File: config.mk
export PLATFORM = sky130hd
export DESIGN_NAME = trap_ctrl
export DESIGN_NICKNAME = d
export VERILOG_FILES = /design/src/rtl/trap_ctrl_pkg.sv /design/src/rtl/trap_ctrl_pc_gen.sv /design/src/rtl/trap_ctrl.sv
export SDC_FILE = /design/constraint.sdc
export NUM_CORES = 1
export LEC_CHECK = 0
export CORE_MARGIN = 2
export CORE_UTILIZATION = 43
export CTS_BUF_LIST = sky130_fd_sc_hd__clkbuf_8
export DETAILED_ROUTE_END_ITERATION = 16
export PLACE_DENSITY = 0.89
export SLEW_MARGIN = 20
export SYNTH_ARGS = -nofsm -noshare
export SYNTH_HDL_FRONTEND = slang
export SYNTH_SLANG_ARGS = --single-unit
File: constraint.sdc
create_clock -name clk_i -period 6.65 [get_ports clk_i]
set_input_delay 1.995 -clock clk_i [delete_from_list [all_inputs] [get_ports clk_i]]
set_output_delay 1.995 -clock clk_i [all_outputs]
set_load 0.005 [all_outputs]
File: src/rtl/trap_ctrl_pkg.sv
// trap_ctrl_pkg: shared types and constants for the machine-mode trap
// controller.
//   trap_state_t  - trap sequencer states
//   trap_kind_t   - kind of the accepted source (exception / interrupt / MRET)
//   exc_pc_mux_t  - fetch redirect source select
//   EXC_CAUSE_*   - synchronous exception cause codes
package trap_ctrl_pkg;

    typedef enum logic [1:0] {
        IDLE,
        DRAIN,
        WRITE,
        REDIRECT
    } trap_state_t;

    typedef enum logic [1:0] {
        TRAP_EXC,
        TRAP_IRQ,
        TRAP_MRET
    } trap_kind_t;

    typedef enum logic [1:0] {
        EXCPC_MTVEC = 2'd0,
        EXCPC_MEPC  = 2'd1
    } exc_pc_mux_t;

    localparam int unsigned MCAUSE_IRQ_BIT = 31;

    localparam logic [4:0] EXC_CAUSE_INSN_ADDR_MISALIGNED = 5'h00;
    localparam logic [4:0] EXC_CAUSE_INSN_ACCESS_FAULT    = 5'h01;
    localparam logic [4:0] EXC_CAUSE_ILLEGAL_INSN         = 5'h02;
    localparam logic [4:0] EXC_CAUSE_BREAKPOINT           = 5'h03;
    localparam logic [4:0] EXC_CAUSE_LOAD_ADDR_MISALIGNED = 5'h04;
    localparam logic [4:0] EXC_CAUSE_LOAD_ACCESS_FAULT    = 5'h05;
    localparam logic [4:0] EXC_CAUSE_STORE_ADDR_MISALIGNED= 5'h06;
    localparam logic [4:0] EXC_CAUSE_STORE_ACCESS_FAULT   = 5'h07;
    localparam logic [4:0] EXC_CAUSE_ECALL_MMODE          = 5'h0B;

endpackage

File: src/rtl/trap_ctrl_pc_gen.sv
// trap_pc_gen: combinational trap target computation from mtvec.
//   i_mtvec    - current mtvec (base + mode bits)
//   i_kind     - latched trap kind
//   i_cause    - latched cause code
//   o_trap_pc  - fetch redirect target for trap entry
// Optional feature macro: TRAP_VECTORED_EN. When defined, vectored mode
// (mtvec[1:0] == 2'b01) offsets interrupt targets by cause*4; exceptions
// always use the base. When undefined, the mode bits are ignored.
module trap_pc_gen
    import trap_ctrl_pkg::*;
#(
    parameter int unsigned XLEN = 32
) (
    input  logic [XLEN-1:0] i_mtvec,
    input  trap_kind_t      i_kind,
    input  logic [4:0]      i_cause,
    output logic [XLEN-1:0] o_trap_pc
);

    logic [XLEN-1:0] w_base;

    assign w_base = {i_mtvec[XLEN-1:2], 2'b00};

`ifdef TRAP_VECTORED_EN
    logic [XLEN-1:0] w_vec_off;

    assign w_vec_off = {{(XLEN-7){1'b0}}, i_cause, 2'b00};

    always_comb begin
        o_trap_pc = w_base;
        if (i_mtvec[1:0] == 2'b01 && i_kind == TRAP_IRQ) begin
            o_trap_pc = w_base + w_vec_off;
        end
    end
`else
    logic w_unused_vec;

    assign w_unused_vec = ^{i_mtvec[1:0], i_kind, i_cause};
    assign o_trap_pc    = w_base;
`endif

endmodule

File: src/rtl/trap_ctrl.sv
// trap_ctrl: machine-mode trap entry / MRET sequencer for the 5-stage core.
// Accepts one source in IDLE (exception > enabled interrupt > MRET), flushes
// the pipeline, waits for drain (watchdog DRAIN_MAX), issues one cycle of CSR
// write strobes, then one cycle of fetch redirect.
// Inputs : clk_i, rst_i (async, active-high), exc_req_i/exc_cause_i/exc_tval_i,
//          epc_i, irq_i/irq_id_i, mret_i, mstatus_mie_i, mstatus_mpie_i,
//          mtvec_i, pipe_idle_i
// Outputs: flush_o, stall_o, busy_o, csr_we_o, csr_mstatus_we_o, mepc_o,
//          mcause_o, mtval_o, mstatus_mie_o, mstatus_mpie_o, pc_set_o,
//          pc_mux_o, trap_pc_o
// Optional feature macro: TRAP_VECTORED_EN (vectored interrupt targets,
// implemented in trap_pc_gen).
module trap_ctrl
    import trap_ctrl_pkg::*;
#(
    parameter int unsigned XLEN      = 32,
    parameter int unsigned DRAIN_MAX = 15
) (
    input  logic            clk_i,
    input  logic            rst_i,
    input  logic            exc_req_i,
    input  logic [4:0]      exc_cause_i,
    input  logic [XLEN-1:0] exc_tval_i,
    input  logic [XLEN-1:0] epc_i,
    input  logic            irq_i,
    input  logic [4:0]      irq_id_i,
    input  logic            mret_i,
    input  logic            mstatus_mie_i,
    input  logic            mstatus_mpie_i,
    input  logic [XLEN-1:0] mtvec_i,
    input  logic            pipe_idle_i,
    output logic            flush_o,
    output logic            stall_o,
    output logic            busy_o,
    output logic            csr_we_o,
    output logic            csr_mstatus_we_o,
    output logic [XLEN-1:0] mepc_o,
    output logic [XLEN-1:0] mcause_o,
    output logic [XLEN-1:0] mtval_o,
    output logic            mstatus_mie_o,
    output logic            mstatus_mpie_o,
    output logic            pc_set_o,
    output exc_pc_mux_t     pc_mux_o,
    output logic [XLEN-1:0] trap_pc_o
);

    // The counter is cleared on DRAIN entry and reaches DRAIN_MAX on the edge
    // that ends the DRAIN_MAX-th DRAIN cycle, so that edge is the exit point.
    localparam logic [3:0] DRAIN_LAST = 4'(DRAIN_MAX - 1);

    trap_state_t      r_state;
    trap_state_t      w_state_nxt;
    trap_kind_t       r_kind;
    logic [4:0]       r_cause;
    logic [XLEN-1:0]  r_epc;
    logic [XLEN-1:0]  r_tval;
    logic [3:0]       r_drain_cnt;

    logic             w_accept;
    trap_kind_t       w_kind_sel;
    logic [4:0]       w_cause_sel;
    logic             w_drain_done;

    // Source arbitration in IDLE: exception, then enabled interrupt (not
    // coincident with MRET), then MRET.
    always_comb begin
        w_accept    = 1'b1;
        w_kind_sel  = TRAP_EXC;
        w_cause_sel = exc_cause_i;
        if (exc_req_i) begin
            w_kind_sel  = TRAP_EXC;
            w_cause_sel = exc_cause_i;
        end else if (irq_i && mstatus_mie_i && !mret_i) begin
            w_kind_sel  = TRAP_IRQ;
            w_cause_sel = irq_id_i;
        end else if (mret_i) begin
            w_kind_sel  = TRAP_MRET;
            w_cause_sel = '0;
        end else begin
            w_accept    = 1'b0;
        end
    end

    assign w_drain_done = pipe_idle_i || (r_drain_cnt >= DRAIN_LAST);

    always_ff @(posedge clk_i or posedge rst_i) begin
        if (rst_i) begin
            r_state     <= IDLE;
            r_kind      <= TRAP_EXC;
            r_cause     <= '0;
            r_epc       <= '0;
            r_tval      <= '0;
            r_drain_cnt <= '0;
        end else begin
            r_state <= w_state_nxt;
            if (r_state == IDLE && w_accept) begin
                r_kind      <= w_kind_sel;
                r_cause     <= w_cause_sel;
                r_epc       <= epc_i;
                r_tval      <= exc_tval_i;
                r_drain_cnt <= '0;
            end else if (r_state == DRAIN && r_drain_cnt != 4'hF) begin
                r_drain_cnt <= r_drain_cnt + 4'd1;
            end
        end
    end

    always_comb begin
        w_state_nxt      = r_state;
        busy_o           = (r_state != IDLE);
        stall_o          = (r_state != IDLE);
        flush_o          = 1'b0;
        csr_we_o         = 1'b0;
        csr_mstatus_we_o = 1'b0;
        mepc_o           = '0;
        mcause_o         = '0;
        mtval_o          = '0;
        mstatus_mie_o    = 1'b0;
        mstatus_mpie_o   = 1'b0;
        pc_set_o         = 1'b0;
        pc_mux_o         = EXCPC_MTVEC;

        case (r_state)
            IDLE: begin
                if (w_accept) begin
                    flush_o     = 1'b1;
                    w_state_nxt = DRAIN;
                end
            end
            DRAIN: begin
                if (w_drain_done) begin
                    w_state_nxt = WRITE;
                end
            end
            WRITE: begin
                csr_mstatus_we_o = 1'b1;
                if (r_kind == TRAP_MRET) begin
                    mstatus_mie_o  = mstatus_mpie_i;
                    mstatus_mpie_o = 1'b1;
                end else begin
                    csr_we_o                 = 1'b1;
                    mepc_o                   = r_epc;
                    mepc_o[0]                = 1'b0;
                    mcause_o[MCAUSE_IRQ_BIT] = (r_kind == TRAP_IRQ);
                    mcause_o[4:0]            = r_cause;
                    mtval_o                  = (r_kind == TRAP_EXC) ? r_tval : '0;
                    mstatus_mie_o            = 1'b0;
                    mstatus_mpie_o           = mstatus_mie_i;
                end
                w_state_nxt = REDIRECT;
            end
            REDIRECT: begin
                pc_set_o    = 1'b1;
                pc_mux_o    = (r_kind == TRAP_MRET) ? EXCPC_MEPC : EXCPC_MTVEC;
                w_state_nxt = IDLE;
            end
            default: begin
                w_state_nxt = IDLE;
            end
        endcase
    end

    trap_pc_gen #(
        .XLEN (XLEN)
    ) u_trap_pc_gen (
        .i_mtvec   (mtvec_i),
        .i_kind    (r_kind),
        .i_cause   (r_cause),
        .o_trap_pc (trap_pc_o)
    );

endmodule

# [Word level (Yosys, flattened, before mapping)]
# Index checks and enable logic that the tools add are counted.
[totals] register_bits=77 in_bits=114 out_inout_bits=138 word_cells=62
[op_classes] addsub=1 n_lt_le_gt_ge=1 n_eq_ne=8 mux=35 reduce_logical=11
[ops] op="2-to-1 mux 32 bit" count=5
[ops] op="2-to-1 mux 5 bit" count=5
[ops] op="2-to-1 mux 1 bit" count=17
[ops] op="2-to-1 mux 2 bit" count=5
[ops] op="2-to-1 mux 4 bit" count=2
[ops] op="one-hot mux 2 bit (4 select lines)" count=1
[ops] op="equality test 2 bit (second input constant)" count=3
[ops] op="adder 4 x 1 -> 4 bit (second input constant)" count=1
[ops] op="equality test 2 x 1 -> 1 bit (second input constant)" count=2
[ops] op="greater-or-equal comparator 4 bit (second input constant)" count=1
[ops] op="logical AND 1 bit" count=4
[ops] op="zero test 2 bit" count=2
[ops] op="!= test 2 bit (second input constant)" count=2
[ops] op="!= test 4 bit (second input constant)" count=1
[ops] op="nonzero test 2 bit" count=2
[ops] op="AND reduction 2 bit" count=1
[ops] op="zero test 1 bit" count=1
[ops] op="logical OR 1 bit" count=1

# [Logic depth before layout (Yosys ltp)]
# Gate-level depths: netlist of the first run.
[logic_depth] depth_word=6 mapped_depth=7 depth_no_buf=5

# [Hierarchy]
# A second synthesis of the first run with hierarchy kept.
[hier_totals] hier_cells=353 hier_area_um2=4361.7
[modules_own_cells] module="trap_ctrl" n_inst=1 cells_per_inst=320 area_per_inst_um2=4117.7 seq_area_each_um2=1901.8
[modules_own_cells] module="trap_pc_gen" n_inst=1 cells_per_inst=33 area_per_inst_um2=244.0 seq_area_each_um2=0.0

# [Worst setup path after synthesis of the first run]
# OpenSTA, ideal clock, no wires.
[synth_timing] kind="in2out" start="input port irq_i" end="output port flush_o" arrival_time_ns=2.679 t_required_ns=4.655 setup_slack_ns=1.976 stages=4 n_path_buf=1 cell_sequence="a211o_4 -> nand2_8 -> inv_8 -> buf_2"
[synth_between] elab_chain_cells=6
[synth_rtl] item="start, declared" line_no="trap_ctrl.sv:25" source="input logic irq_i,"
[synth_rtl] item="logical AND 1 bit (2 in a row)" line_no="trap_ctrl.sv:73" source="end else if (irq_i && mstatus_mie_i && !mret_i) begin"
[synth_rtl] item="2-to-1 mux 1 bit" line_no="trap_ctrl.sv:73"
[synth_rtl] item="2-to-1 mux 1 bit" line_no="trap_ctrl.sv:70" source="if (exc_req_i) begin"
[synth_rtl] item="2-to-1 mux 1 bit" line_no="trap_ctrl.sv:125" source="if (w_accept) begin"
[synth_rtl] item="2-to-1 mux 1 bit" line_no="trap_ctrl.sv:123" source="case (r_state)"
[synth_rtl] item="end, declared" line_no="trap_ctrl.sv:32" source="output logic flush_o,"
# Every way passes these cells.

# [Worst setup path in the final report of the first run]
[layout_timing] start="input port exc_req_i" end="output port flush_o"
[layout_between] elab_chain_cells=3
[layout_rtl] item="start, declared" line_no="trap_ctrl.sv:21" source="input logic exc_req_i,"
[layout_rtl] item="2-to-1 mux 1 bit" line_no="trap_ctrl.sv:70"
[layout_rtl] item="2-to-1 mux 1 bit" line_no="trap_ctrl.sv:125"
[layout_rtl] item="2-to-1 mux 1 bit" line_no="trap_ctrl.sv:123"
# Every way passes these cells.

==> impl_metrics.py, run 1 <==
metrics = {
    "run_status": {
        "outcome": "complete, no violations",
    },
    "logic_synthesis": {
        "synth_edf_count": 0,
        "post-synth-top-count-cell": "dfrtp_1",
        "netlist_instances": 352,
        "yosys-top-cells-count": "dfrtp_1, and2_1, buf_4",
        "synth.distinct_cells": 36,
        "synth_area_leaders": "dfrtp_1, mux2_4, buf_4",
        "ys_ff_latch": 76,
        "synth_ff_type": "dfrtp_1",
        "syn_area_um2": 4360,
        "synth_largest_area_cell": "dfrtp_1",
        "syn_avg_cell_area_um2": 12.4,
        "synth_warnings": 0,
        "synth_seq_area_share_pct": 43.6,
        "synth.top_cell.area_share_pct": 43.6,
        "async_reset_ff_share_pct": 100,
    },
    "clocking": {
        "cts_hold_buffers": 0,
        "clock_latency_ns": 0.34,
        "numClockSinks": 76,
        "cts_buffers": 9,
        "clockRootBuffer": "clkbuf_8",
        "post_cts_buffers": 0,
        "cts_max_path_buffers": 2,
        "cts.htree.levels": 3,
        "cts_resized": 0,
        "clk_pin_slew_ns": 0.07,
        "cts_tree": "done",
    },
    "drt": {
        "viasPerCell": 4.71,
        "drt-initial-drc-count": 80,
        "antenna_left": 0,
        "vias": 2886,
        "wl_per_cell_um": 15.7,
        "drc_errors": 0,
        "wl_um": 9600,
        "drt_first_pass_iters": 4,
    },
    "grt": {
        "grt_util_all_layers_pct": 17.5,
        "grt_max_degree": 77,
        "grt_antenna_before_repair": 0,
        "grt_pass1_wl_um": 15300,
        "grt_overflow_total": 0,
        "grt_pass1_vias": 3060,
    },
    "sta": {
        "skew_ns": 0.00584,
        "setup_viol": 0,
        "tightest_slew_ns": 0.938,
        "rsz0062_at_grt": "false",
        "fin_crit_ns": 5.75,
        "fin_ws_ns": 0.895,
        "slew_viol_final": 0,
        "slew-limit-headroom_pct": 37.4,
        "hold_violations": 0,
        "min_period_over_period_pct": 86.5,
        "timing.fmax_mhz": 174,
        "fin_setup_tns_ns": 0,
    },
    "floorplanning": {
        "rows": 36,
        "start_util_pct": 44.4,
        "core_area_um2": 9820,
        "die_w_um": 105,
        "dieArea_um2": 11000,
        "die_h_um": 105,
        "ios": 252,
    },
    "worst_setup_path": {
        "worstPathBufferInverterCount": 3,
        "worstPathMaxFanout": 36,
        "start_kind": "input pin",
        "path_cells": "clkdlybuf4s50_1, a211o_4, nand2_8, inv_8, clkdlybuf4s50_1",
        "slowest_delay_ns": 0.62,
        "cp_common_cell": "clkdlybuf4s50_1",
        "path_class": "input pin to primary output",
        "crit_slowest_cell": "clkdlybuf4s50_1",
        "crit_family": "buffers and inverters",
        "arrival_ns": 3.76,
        "crit_required_ns": 4.66,
        "end_kind": "primary output",
    },
    "power": {
        "leakagePower_nw": 2.57,
        "p_per_area_nw_per_um2": 435,
        "power_mw": 2.55,
        "ir_worst_vdd_mv": 0.184,
    },
    "place": {
        "port_buffers": 158,
        "dp_hpwl_um": 7010,
        "post-place-ws_ns": 0.903,
        "place_congestion": 0.750,
    },
    "job": {
        "maxCapViolCount": 0,
    },
    "layout": {
        "area_growth_pct": 34.5,
        "diodes": 0,
        "fin_nets": 598,
        "final_layout_size_suffix_gt1_share_pct": 18.5,
    },
    "worst_hold_path": {
        "worst_hold_path_type": "flop to flop",
    },
}
-- kinds of logic after synthesis --
kind of cell | synth area share (%)
other | 0.0861
and+or+nand+nor | 12.9
muxes | 21.9
adders and majority gates | 2.01
buffers and inverters | 15.0
DFF | 43.6
AOI/OAI and AO/OA | 4.48
-- final timing paths --
kind | startpoint | to | cells past startpoint | slack, ns
max in group asynchronous | rst_i | r_epc[14]$_DFFE_PP0P_ | 3 | 3.75
min in group asynchronous | rst_i | r_tval[19]$_DFFE_PP0P_ | 3 | 2.28
hold reg to reg | r_epc[25]$_DFFE_PP0P_ | r_epc[25]$_DFFE_PP0P_ | 1 | 0.50
hold / removal | r_epc[25]$_DFFE_PP0P_ | r_epc[25]$_DFFE_PP0P_ | 1 | 0.50
setup / recovery | exc_req_i | flush_o | 5 | 0.90
setup reg to reg | r_state[0]$_DFFE_PP0P_ | r_epc[14]$_DFFE_PP0P_ | 6 | 4.19
-- placed cells by master, fill, tap and decap left out, types with 7 or more instances in the layout --
cell               n
conb_1            30
ha_1               7
dfrtp_1           76
clkbuf_8           9
o21ai_0            7
and2_1            69
mux2_4            60
a21oi_1           10
clkdlybuf4s50_1  158
-- sequential cells by signal (all words and copies together) (netlist names) --
name / count
r_kind: 2
r_cause: 5
r_epc: 31
r_tval: 32
r_drain_cnt: 4
r_state: 2
-- area by class of cell --
cell class              instances  area [um^2]
clock inverters                 5          103
clock buffers                   9          124
flip-flops and latches         76         1900
multi-input cells             221         1920
fillers                       810         3960
repair buffers                161         1600
inverters                       8         37.5
well taps                     133          166
-- power breakdown --
group / total, mW / internal [mW] / switching [mW]
logic: 1.31 / 0.843 / 0.464
clock network: 0.408 / 0.244 / 0.163
registers: 0.831 / 0.700 / 0.132
total: 2.55 / 1.79 / 0.760
-- per-stage QoR --
| stage | hold WS, ns | std cells | util, % | area, um^2 |
|---|---|---|---|---|
| after global placement | 0.481 | 599 | 57.3 | 5630 |
| after global routing | 0.522 | 613 | 59.7 | 5860 |
| after floorplan | 0.472 | 381 | - | 4470 |
| after detailed placement | 0.484 | 599 | 57.3 | 5630 |
| after CTS | 0.507 | 613 | 59.6 | 5860 |
| final | 0.502 | 613 | 59.7 | 5860 |
-- metal layers --
metal / global-route usage [%] / share of wire (%) / routed length [um] / vias to the layer above
met5: 0 / 0 / 0 / -
met4: 7.52 / 2.0 / 194 / 0
met3: 4.30 / 6.4 / 615 / 22
met2: 30.0 / 51 / 4930 / 135
met1: 20.8 / 40 / 3860 / 1404
li1: - / - / - / 1325
-- worst register-to-register path, stage by stage, from the launching register on --
cell and delay [ns]:
dfrtp_1 0.40, inv_1 0.13, ha_1 0.45, nand2_8 0.11, inv_8 0.26, buf_4 0.62, mux2_4 0.37
(Power assumes the default switching activity.)
==> inputs of run 2 (changes only) <==
--- a/config.mk
+++ b/config.mk
@@ -10,6 +10,7 @@
 export CTS_BUF_LIST = sky130_fd_sc_hd__clkbuf_8
 export DETAILED_ROUTE_END_ITERATION = 16
 export PLACE_DENSITY = 0.89
+export REMOVE_ABC_BUFFERS = 1
 export SLEW_MARGIN = 20
 export SYNTH_ARGS = -nofsm -noshare
 export SYNTH_HDL_FRONTEND = slang
==> run 2 against run 1 <==
Compared with the run above:
- clock power fell by 12%
- wire length increased by 11%
- total power shrank 2.5%
- utilization fell by 0.25 points
- die area unchanged
- design area shrank 0.43%
- largest cell class unchanged
==> impl_metrics.py, run 2 (synthesis results as in run 1) <==
metrics = {
    "run_status": {
        "outcome": "complete, no violations",
    },
    "place": {
        "place_congestion": 0.788,
        "dp_hpwl_um": 7970,
        "port_buffers": 158,
        "post-place-ws_ns": 0.939,
        "placedCellCount": 599,
    },
    "sta": {
        "rsz0062_at_grt": "false",
        "slew_viol_final": 0,
        "min_period_over_period_pct": 85.8,
        "skew_ns": 0.0102,
        "setup_viol": 0,
        "tightest_slew_ns": 0.955,
        "fin_ws_ns": 0.946,
        "slew-limit-headroom_pct": 36.4,
        "hold_violations": 0,
        "fin_crit_ns": 5.70,
        "timing.fmax_mhz": 175,
        "fin_setup_tns_ns": 0,
        "fin_hold_ws_ns": 0.501,
    },
    "power": {
        "switching_power_mw": 0.767,
        "p_int_mw": 1.72,
        "power_mw": 2.48,
        "swShare_pct": 30.9,
        "leakagePower_nw": 2.56,
        "power_frac_comb_pct": 52.4,
        "p_per_area_nw_per_um2": 425,
        "seq_power_share_pct": 33.3,
        "ir_worst_vdd_mv": 0.214,
        "power_frac_clock_pct": 14.4,
    },
    "clocking": {
        "clockRootBuffer": "clkbuf_8",
        "cts.htree.levels": 3,
        "cts_buffers": 9,
        "cts_max_path_buffers": 2,
        "cts_hold_buffers": 0,
        "numClockSinks": 76,
        "cts_tree": "done",
        "clock_latency_ns": 0.35,
        "clk_pin_slew_ns": 0.08,
        "cts_resized": 0,
        "post_cts_buffers": 0,
    },
    "grt": {
        "grt_max_degree": 77,
        "grt_pass1_vias": 2997,
        "grt_pass1_wl_um": 16300,
        "grt_overflow_total": 0,
        "grt_antenna_before_repair": 0,
        "grt_util_all_layers_pct": 19.3,
    },
    "floorplanning": {
        "core_area_um2": 9820,
        "start_util_pct": 44.4,
        "die_w_um": 105,
        "dieArea_um2": 11000,
        "rows": 36,
        "ios": 252,
        "die_h_um": 105,
    },
    "layout": {
        "largest_reg_flops": 32,
        "diodes": 0,
        "area_growth_pct": 33.9,
        "mostFrequentLayoutCells": "clkdlybuf4s50_1, dfrtp_1, and2_1, mux2_4, conb_1",
        "largestRegisters": "r_tval (32), r_epc (31), r_cause (5)",
        "final_layout_size_suffix_gt1_share_pct": 18.9,
        "instances_no_fill": 615,
        "largest_register": "r_tval",
        "fin_nets": 598,
        "final_common_cell": "clkdlybuf4s50_1",
    },
    "worst_hold_path": {
        "worst_hold_path_type": "flop to flop",
        "min_from": "r_epc[5]$_DFFE_PP0P_",
    },
    "worst_setup_path": {
        "worstPathMaxFanout": 33,
        "start_kind": "input pin",
        "path_class": "input pin to primary output",
        "reg2reg_from": "r_state[0]$_DFFE_PP0P_",
        "end_kind": "primary output",
        "r2r_cells": 6,
        "rr_endpoint": "r_epc[5]$_DFFE_PP0P_",
        "rrSetupSlack_ns": 4.14,
        "crit_required_ns": 4.66,
        "endpoint": "flush_o",
        "cp-startpoint": "exc_req_i",
        "arrival_ns": 3.71,
    },
    "drt": {
        "drt-initial-drc-count": 93,
        "vias": 2891,
        "wl_um": 10600,
        "drc_errors": 0,
        "wl_per_cell_um": 17.3,
        "drt_first_pass_iters": 4,
        "antenna_left": 0,
        "viasPerCell": 4.70,
    },
    "job": {
        "maxCapViolCount": 0,
    },
}
[run 2: changes by cell type in the layout (fill, tap and decap cells not counted)]
| cell | previous run | this run |
|---|---|---|
| bufinv_16 | 3 | 1 |
| clkinv_2 | 1 | 2 |
| clkinv_4 | 0 | 2 |
| clkinvlp_4 | 1 | 2 |
| inv_2 | 1 | 0 |
| inv_6 | 0 | 1 |
[run 2: per-layer routing]
layer | up-vias | share of wire, % | track usage [%]
met5 | - | 0.64 | 5.71
met4 | 2 | 1.6 | 4.38
met3 | 17 | 11 | 11.7
met2 | 178 | 44 | 28.5
met1 | 1370 | 42 | 23.7
li1 | 1324 | - | -
[run 2: area by class of cell]
cell class	count	area, um^2
fill	818	3980
multi-input combinational	221	1920
sequential	76	1900
timing repair buffer	161	1600
tap	133	166
clock buffer	9	124
clock inverter	7	76.3
inverter	8	38.8
[run 2: power groups by stage]
stage	Clock, mW	Combinational (mW)	Sequential, mW
floorplan	0	0.773	0.788
global placement	0	1.27	0.815
detailed placement	0	1.30	0.832
CTS	0.369	1.31	0.826
global route	0.391	1.40	0.856
finish	0.357	1.30	0.826
[run 2: worst min path at each step]
| stage | end | slack (ns) | depth (start not counted) |
|---|---|---|---|
| 5_1_grt | r_epc[5]$_DFFE_PP0P_ | 0.51 | 1 |
| 6_report | r_epc[5]$_DFFE_PP0P_ | 0.50 | 1 |
| 4_1_cts | r_epc[5]$_DFFE_PP0P_ | 0.51 | 1 |
| 3_5_place_dp | r_epc[12]$_DFFE_PP0P_ | 0.49 | 1 |
| 2_1_floorplan | r_epc[3]$_DFFE_PP0P_ | 0.47 | 1 |
| 3_3_place_gp | r_tval[18]$_DFFE_PP0P_ | 0.48 | 1 |
[run 2: worst max-delay path: stages]
cell             delay [ns]
clkdlybuf4s50_1        0.60
a211o_4                0.21
nand2_8                0.08
inv_8                  0.26
clkdlybuf4s50_1        0.56
[run 2: per-stage QoR]
stage          utilization (%)  area [um^2]
6_report                  59.4         5840
4_1_cts                   59.4         5830
2_1_floorplan                -         3850
3_3_place_gp              57.3         5630
5_1_grt                   59.4         5840
3_5_place_dp              57.3         5630
==> inputs of run 3 (changes only) <==
--- a/config.mk
+++ b/config.mk
@@ -5,6 +5,7 @@
 export SDC_FILE = /design/constraint.sdc
 export NUM_CORES = 1
 export LEC_CHECK = 0
+export CORE_ASPECT_RATIO = 0.8
 export CORE_MARGIN = 2
 export CORE_UTILIZATION = 43
 export CTS_BUF_LIST = sky130_fd_sc_hd__clkbuf_8
==> run 3 against run 2 <==
Compared with the run above:
- sequential share of layout area barely moved
- combinational power barely moved
- largest cell class unchanged
- highest routed layer is now met4
- non-clock buffer count did not move
- first-iteration DRC count fell by 9.7%
- clock power fell by 4%
- worst hold slack got worse by 0.0024 ns
- via count fell by 0.80%
- critical path depth did not move
- register-to-register slack got worse by 0.04 ns
- flip-flop and latch count did not move
==> impl_metrics.py, run 3 (synthesis results as in run 1) <==
metrics = {
    "run_status": {
        "outcome": "complete, no violations",
    },
    "layout": {
        "final_layout_size_suffix_gt1_share_pct": 18.7,
        "diodes": 0,
        "design_area_um2": 5830,
        "final_core_util_pct": 59.7,
        "fin_nets": 598,
        "largest_reg_flops": 32,
        "final_common_cell": "clkdlybuf4s50_1",
        "largest_register": "r_tval",
        "largestRegisters": "r_tval (32), r_epc (31), r_cause (5)",
        "mostFrequentLayoutCells": "clkdlybuf4s50_1, dfrtp_1, and2_1, mux2_4, conb_1",
        "area_growth_pct": 33.8,
    },
    "sta": {
        "skew_ns": 0.0114,
        "timing.fmax_mhz": 173,
        "slew-limit-headroom_pct": 36.7,
        "min_period_over_period_pct": 87.2,
        "hold_violations": 0,
        "fin_setup_tns_ns": 0,
        "setup_viol": 0,
        "slew_viol_final": 0,
        "tightest_slew_ns": 0.949,
        "fin_crit_ns": 5.80,
        "rsz0062_at_grt": "false",
    },
    "grt": {
        "grt_overflow_total": 0,
        "grt_pass1_vias": 3104,
        "grt_max_degree": 77,
        "grt_pass1_wl_um": 15900,
        "grt_util_all_layers_pct": 19.1,
        "grt_antenna_before_repair": 0,
    },
    "clocking": {
        "cts_tree": "done",
        "clk_pin_slew_ns": 0.08,
        "cts_buffers": 9,
        "cts.htree.levels": 3,
        "cts_resized": 0,
        "clockRootBuffer": "clkbuf_8",
        "clock_latency_ns": 0.34,
        "numClockSinks": 76,
        "cts_hold_buffers": 0,
        "post_cts_buffers": 0,
        "cts_max_path_buffers": 2,
    },
    "worst_setup_path": {
        "worstPathBufferInverterCount": 3,
        "slowest_delay_ns": 0.63,
        "start_kind": "input pin",
        "path_cells": "clkdlybuf4s50_1, a211o_4, nand2_8, inv_8, clkdlybuf4s50_1",
        "endpoint": "flush_o",
        "cp.depth": 5,
        "arrival_ns": 3.80,
        "rrSetupSlack_ns": 4.10,
        "reg2reg_from": "r_state[0]$_DFFE_PP0P_",
        "end_kind": "primary output",
        "worstPathMaxFanout": 37,
        "rr_endpoint": "r_epc[4]$_DFFE_PP0P_",
        "r2r_cells": 6,
        "crit_slowest_cell": "clkdlybuf4s50_1",
        "crit_required_ns": 4.66,
        "crit_family": "buffers and inverters",
        "path_class": "input pin to primary output",
        "cp-startpoint": "exc_req_i",
        "cp_common_cell": "clkdlybuf4s50_1",
    },
    "drt": {
        "antenna_left": 0,
        "drt-initial-drc-count": 84,
        "drt_first_pass_iters": 4,
        "wl_per_cell_um": 16.9,
        "wl_um": 10400,
        "drc_errors": 0,
        "vias": 2868,
        "viasPerCell": 4.65,
    },
    "job": {
        "maxCapViolCount": 0,
    },
    "floorplanning": {
        "start_util_pct": 44.6,
        "core_area_um2": 9770,
        "die_w_um": 117,
        "dieArea_um2": 11000,
        "rows": 32,
        "ios": 252,
        "die_h_um": 94.0,
    },
    "place": {
        "placedInstanceArea_um2": 5630,
        "dp_hpwl_um": 7710,
        "port_buffers": 158,
        "place_congestion": 0.749,
    },
    "power": {
        "ir_worst_vdd_mv": 0.207,
        "p_per_area_nw_per_um2": 426,
        "power_mw": 2.48,
        "leakagePower_nw": 2.56,
    },
    "worst_hold_path": {
        "worst_hold_path_type": "flop to flop",
    },
}
[run 3: changes by cell type in the layout (fill, tap and decap cells not counted), sizes merged]
cell and change:
inv -1, clkbuf +1, clkinvlp -1
[run 3: metrics by stage]
stage	hold slack [ns]	cells	setup WS [ns]
finish	0.499	617	0.854
global route	0.517	617	0.767
CTS	0.505	617	0.844
detailed placement	0.486	602	0.848
global placement	0.481	602	0.884
floorplan	0.472	305	2.01
[run 3: layout make-up]
cell class,count,area [um^2]
inverters,8,38.8
multi-input cells,221,1920
clock buffers,10,138
flip-flops and latches,76,1900
well taps,136,170
repair buffers,161,1600
fillers,803,3940
clock inverters,5,52.6
[run 3: worst min path at each step]
stage / start / to / slack [ns] / cells past startpoint
floorplan: r_epc[3]$_DFFE_PP0P_ / r_epc[3]$_DFFE_PP0P_ / 0.47 / 1
global placement: r_epc[3]$_DFFE_PP0P_ / r_epc[3]$_DFFE_PP0P_ / 0.48 / 1
detailed placement: r_epc[13]$_DFFE_PP0P_ / r_epc[13]$_DFFE_PP0P_ / 0.49 / 1
CTS: r_tval[4]$_DFFE_PP0P_ / r_tval[4]$_DFFE_PP0P_ / 0.50 / 1
global route: r_epc[5]$_DFFE_PP0P_ / r_epc[5]$_DFFE_PP0P_ / 0.52 / 1
finish: r_epc[5]$_DFFE_PP0P_ / r_epc[5]$_DFFE_PP0P_ / 0.50 / 1
[run 3: power by group]
part | total (mW) | leakage [nW] | internal (mW) | switching, mW
sequential | 0.835 | 0.900 | 0.700 | 0.135
combinational | 1.30 | 1.56 | 0.842 | 0.460
clock | 0.343 | 0.0979 | 0.180 | 0.164
total | 2.48 | 2.56 | 1.72 | 0.759
[run 3: routing by layer]
layer  wire (um)  track usage, %  share of wire, %  vias to the layer above
met5           0            4.10                 0                        -
met4          80            4.71              0.77                        0
met3        1120            9.03                11                        9
met2        4620            28.8                44                      157
met1        4610            24.6                44                     1380
li1            -               -                 -                     1322
